### src/rtl/hazard_scoreboard_unit.sv
// Hazard detection, stall/bubble control, multiply hold and EXE forwarding selects for a 5-stage pipeline.
// Optional feature macro HAZARD_FWD_EN: forwarding enabled (only load-use stalls); undefined, EXE/MEM writers stall ID.
module hazard_scoreboard_unit #(
  parameter int REG_ADDR_W = 5,
  parameter int NUM_SRC    = 2,
  parameter int MUL_LAT    = 4,
  parameter int CNT_W      = 16
) (
  input  logic                          clk,
  input  logic                          rst,
  input  logic                          id_valid,
  input  logic [NUM_SRC*REG_ADDR_W-1:0] id_src,
  input  logic [NUM_SRC-1:0]            id_src_use,
  input  logic [REG_ADDR_W-1:0]         id_dest,
  input  logic                          id_wb_en,
  input  logic                          id_mem_r_en,
  input  logic                          id_is_mul,
  input  logic                          flush,
  output logic                          freeze,
  output logic                          id_bubble,
  output logic                          exe_hold,
  output logic [2*NUM_SRC-1:0]          fwd_sel,
  output logic [CNT_W-1:0]              stall_cnt
);
  localparam int MC_W = $clog2(MUL_LAT + 1);
  localparam logic [MC_W-1:0] MUL_RELOAD = MC_W'(MUL_LAT - 1);

  logic                               exe_valid_reg, exe_wb_en_reg, exe_mem_r_reg, exe_is_mul_reg;
  logic [REG_ADDR_W-1:0]              exe_dest_reg;
  logic [NUM_SRC-1:0][REG_ADDR_W-1:0] exe_src_reg;
  logic [NUM_SRC-1:0]                 exe_src_use_reg;
  logic                               mem_valid_reg, mem_wb_en_reg, mem_mem_r_reg;
  logic [REG_ADDR_W-1:0]              mem_dest_reg;
  logic                               wb_valid_reg, wb_wb_en_reg;
  logic [REG_ADDR_W-1:0]              wb_dest_reg;
  logic [MC_W-1:0]                    mul_cnt_reg;
  logic [CNT_W-1:0]                   stall_cnt_reg;

  logic               busy, hazard, stall;
  logic [NUM_SRC-1:0] src_hit;

  genvar gi;
  generate
    for (gi = 0; gi < NUM_SRC; gi++) begin : g_src
      logic [REG_ADDR_W-1:0] src;
      logic                  exe_match;
      assign src       = id_src[gi*REG_ADDR_W +: REG_ADDR_W];
      assign exe_match = exe_valid_reg && exe_wb_en_reg && (exe_dest_reg == src);
`ifdef HAZARD_FWD_EN
      // Only a load still in EXE cannot be forwarded in time.
      assign src_hit[gi] = id_valid && id_src_use[gi] && (src != '0) && exe_match && exe_mem_r_reg;
`else
      logic mem_match;
      assign mem_match   = mem_valid_reg && mem_wb_en_reg && (mem_dest_reg == src);
      assign src_hit[gi] = id_valid && id_src_use[gi] && (src != '0) && (exe_match || mem_match);
`endif
    end
  endgenerate

  assign busy   = (mul_cnt_reg != '0);
  assign hazard = |src_hit;
  assign stall  = !busy && !flush && hazard;

  assign freeze    = !rst && (busy || stall);
  assign id_bubble = !rst && !busy && (flush || hazard);
  assign exe_hold  = !rst && busy && exe_is_mul_reg;
  assign stall_cnt = rst ? '0 : stall_cnt_reg;

`ifdef HAZARD_FWD_EN
  generate
    for (gi = 0; gi < NUM_SRC; gi++) begin : g_fwd
      logic [REG_ADDR_W-1:0] esrc;
      logic [1:0]            sel;
      assign esrc = exe_src_reg[gi];
      // MEM wins over WB because it holds the younger result.
      always_comb begin
        sel = 2'd0;
        if (!rst && exe_valid_reg && exe_src_use_reg[gi] && (esrc != '0)) begin
          if (mem_valid_reg && mem_wb_en_reg && !mem_mem_r_reg && (mem_dest_reg == esrc))
            sel = 2'd2;
          else if (wb_valid_reg && wb_wb_en_reg && (wb_dest_reg == esrc))
            sel = 2'd1;
        end
      end
      assign fwd_sel[2*gi +: 2] = sel;
    end
  endgenerate
`else
  assign fwd_sel = '0;
  logic unused_nofwd;
  assign unused_nofwd = ^{exe_mem_r_reg, exe_src_reg, exe_src_use_reg, mem_mem_r_reg,
                          wb_valid_reg, wb_dest_reg, wb_wb_en_reg};
`endif

  always_ff @(posedge clk) begin
    if (rst) begin
      exe_valid_reg <= 1'b0;
      mem_valid_reg <= 1'b0;
      wb_valid_reg  <= 1'b0;
      mul_cnt_reg   <= '0;
      stall_cnt_reg <= '0;
    end else begin
      wb_valid_reg <= mem_valid_reg;
      wb_dest_reg  <= mem_dest_reg;
      wb_wb_en_reg <= mem_wb_en_reg;
      if (busy) begin
        // Multiply keeps EXE; a bubble drains into MEM behind it.
        mul_cnt_reg   <= mul_cnt_reg - MC_W'(1);
        mem_valid_reg <= 1'b0;
      end else begin
        mem_valid_reg <= exe_valid_reg;
        mem_dest_reg  <= exe_dest_reg;
        mem_wb_en_reg <= exe_wb_en_reg;
        mem_mem_r_reg <= exe_mem_r_reg;
        if (flush || hazard) begin
          exe_valid_reg <= 1'b0;
        end else begin
          exe_valid_reg   <= id_valid;
          exe_dest_reg    <= id_dest;
          exe_wb_en_reg   <= id_wb_en;
          exe_mem_r_reg   <= id_mem_r_en;
          exe_is_mul_reg  <= id_is_mul;
          exe_src_reg     <= id_src;
          exe_src_use_reg <= id_src_use;
          if (id_valid && id_is_mul)
            mul_cnt_reg <= MUL_RELOAD;
        end
      end
      if ((busy || stall) && (stall_cnt_reg != '1))
        stall_cnt_reg <= stall_cnt_reg + CNT_W'(1);
    end
  end

endmodule

### config.mk
export PLATFORM = sky130hd
export DESIGN_NAME = hazard_scoreboard_unit
export DESIGN_NICKNAME = d
export VERILOG_FILES = /design/src/rtl/hazard_scoreboard_unit.sv
export SDC_FILE = /design/constraint.sdc
export NUM_CORES = 1
export LEC_CHECK = 0
export ABC_AREA = 1
export BUFFER_PORTS_ARGS = -buffer_cell sky130_fd_sc_hd__buf_4
export CAP_MARGIN = 15
export CORE_MARGIN = 1
export CORE_UTILIZATION = 45
export DETAILED_ROUTE_END_ITERATION = 7
export GPL_ROUTABILITY_DRIVEN = 0
export MAX_ROUTING_LAYER = met4
export PLACE_DENSITY = 0.7
export RECOVER_POWER = 100
export SYNTH_ARGS = -nofsm -noshare
export SYNTH_HDL_FRONTEND = slang
export SYNTH_SLANG_ARGS = --single-unit
### constraint.sdc
create_clock -name clk -period 1.67 [get_ports clk]
set_input_delay 0.2505 -clock clk [delete_from_list [all_inputs] [get_ports clk]]
set_output_delay 0.2505 -clock clk [all_outputs]
set_load 0.01 [all_outputs]
==> metrics.csv <==
metric,value,unit
outcome,"finished, violations left",
violations,negative setup slack,
hold_depth,1,
first_pass_iters,5,
post-place-cells,449,
hp-start,id_dest[3],
cts.sinks,34,
rows,25,
cts_buffers,5,
crit_top_cell,nand2_4,
fin_crit_sh,114,%
synth_area,2230,sq um
drc,0,
power.density,1070,nW/um^2
fin_ws,-0.234,ns
clk_pin_slew,0.07,ns
clk_latency,0.29,ns
wl,5.32,mm
timing_worst_setup_path_type,reg2out,
startpoint_type,flip-flop,
ios,47,
grt.total_usage,20.4,%
grt_pass1_wl,8.01,mm
htreeDepth,2,
finalSetupViolCount,25,
ff2ff_path_depth,14,
r2r-end,stall_cnt_reg[10],
setup.worst_path.start,exe_dest_reg[3],
final-hold-violation-count,0,
synthArstFlopShare,0,%
start_util,46.8,%
cp_slowest_cell,edfxtp_1,
overflow,0,
ys_ff_latch,34,
r2r_slack,-0.09,ns
clk_path_buf_depth,2,
synth_most_common_cell,nand2_1,
synth_area_leaders,"dfxtp_1 (19%), edfxtp_1 (18%), nand2_1 (16%)",
synth_edf_count,13,
top_usage_layer,met2,
die_y,72.3,um
fin_setup_tns,-1.86,ns
final_antenna_net_count,0,
syn_to_final_growth,33.3,%
r2r_start,exe_dest_reg[3],
die_x,72.3,um
vias,2162,
drv_cap,0,
rsz0062_at_grt,yes,
cp.required,1.42,ns
fin_crit,1.90,ns
port_buffers,41,
syn_inst,339,
grt_start_max_net_pins,21,
syn_avg_cell_area,6.57,sq um
synth_common_cells,"nand2_1 (93), nor2_1 (62), inv_1 (61)",
yosysTopAreaCell,dfxtp_1,
cts-root-buf,clkbuf_8,
slew_viol_final,0,
skew,0.00361,ns
drive_above_1_share,27.6,%
power_leakage,1.49,nW
finalCoreUtilization,62.4,%
grt_util_met2,34.7,%
ys_warn_count,0,
critPathMaxStageDelay,0.44,ns
hold_class,in2reg,
clock.fmax,525,MHz
dp_hpwl,3.49,mm
end_kind,primary output,
diodes,0,
avgViaCountPerCell,4.61,
placed_cell_area,2600,sq um
ys_seq_area_share,36.4,%
synth.top_cell.area_share,18.9,%
whs_endpoint,exe_dest_reg[3],
ir_drop,0.000428,V
antenna_found_initial,0,
nets,428,
crit_chain,"nand2_1, nand2_1, nor2_1, nand3_1, nand2_2, nand2_4, nand2_4, nand2_4, a21oi_2, buf_4",
cts_tree,done,
crit_fanout,4,
fin_area,2970,sq um
grt_pass1_vias,1862,
cp.arrival,1.65,ns
core,4750,sq um
drt_iter0_drc,82,
instances_no_fill,469,
synthFlopType,dfxtp_1,
wl_per_cell,11.3,um
die_area,5230,sq um
met1_usage,23.6,%
yosys.cell_types.count,29,
grtUsageMet3,3.89,%
largest_reg_flops,16,
n_fill_cell,449,
-- logic make-up (layout without fill, tap and decap cells) --
| kind of cell | count (synthesis) | count (layout) | synth area share (%) |
|---|---|---|---|
| AND/OR/NAND/NOR | 203 | 206 | 40.9 |
| buffers and inverters | 76 | 133 | 15.5 |
| flip-flops | 34 | 34 | 36.4 |
| AO/OA/AOI/OAI | 20 | 20 | 4.50 |
| adder cells (fa/ha/maj) | 3 | 3 | 1.69 |
| XOR/XNOR | 2 | 2 | 0.787 |
| other | 1 | 4 | 0.168 |
-- metal layers --
layer | vias up | wire [um]
li1 | 1161 | -
met1 | 948 | 2380
met2 | 47 | 2680
met3 | 6 | 188
met4 | 0 | 65
met5 | - | 0
-- report_power, final --
group / switching (mW) / internal (mW)
combinational: 0.854 / 0.510
clock: 0.305 / 0.416
sequential: 0.0682 / 1.01
total: 1.23 / 1.93
-- worst max-delay path by stage --
stage,end,slack [ns],cells past startpoint
floorplan,exe_dest_reg[0],0.10,6
global placement,exe_dest_reg[4],0.05,9
detailed placement,exe_dest_reg[4],-0.01,9
CTS,freeze,-0.28,11
global route,freeze,-0.33,11
finish,freeze,-0.23,10
-- placed cells by master (no fill, tap or decap), types with 3 or more instances in the layout --
master / n
nand3_1: 12
buf_4: 36
nand2_2: 8
nand3_2: 17
a21oi_1: 13
ha_1: 3
buf_6: 4
inv_1: 56
nand2_8: 4
nand4_1: 6
dfxtp_1: 21
a21oi_2: 5
clkbuf_1: 11
conb_1: 4
inv_2: 8
clkbuf_8: 8
nor2_1: 59
clkbuf_4: 7
nand2_4: 3
edfxtp_1: 13
nand2_1: 87
-- through the flow --
step | hold slack [ns] | power [mW] | setup WS [ns]
global placement | 0.429 | 2.03 | 0.0482
CTS | 0.127 | 2.90 | -0.276
finish | 0.155 | 3.16 | -0.234
floorplan | 0.349 | 1.90 | 0.105
detailed placement | 0.430 | 2.06 | -0.00979
global route | 0.144 | 3.36 | -0.332
-- worst max-delay path: cells and delay by family, from the launching register on --
kind	cells	cell delay, ns
simple gates	8	0.64
flops	1	0.44
compound gates	1	0.14
buf+inv	1	0.14
-- repair_timing --
action,4_1_cts,5_1_grt
cloned,1,2
hold buffers,0,0
endpoints found under the setup margin,10,29
buffers inserted,4,5
pin swaps,8,18
resized for setup,13,37
-- layout make-up --
type	instances	area, sq um	area share, %
Multi-Input combinational cell	235	1280	43.2
Clock buffer	8	110	3.71
Inverter	66	251	8.48
Tap cell	67	83.8	2.83
Sequential cell	34	811	27.3
Timing Repair Buffer	59	429	14.5
Power figures use the tool's default switching activity.
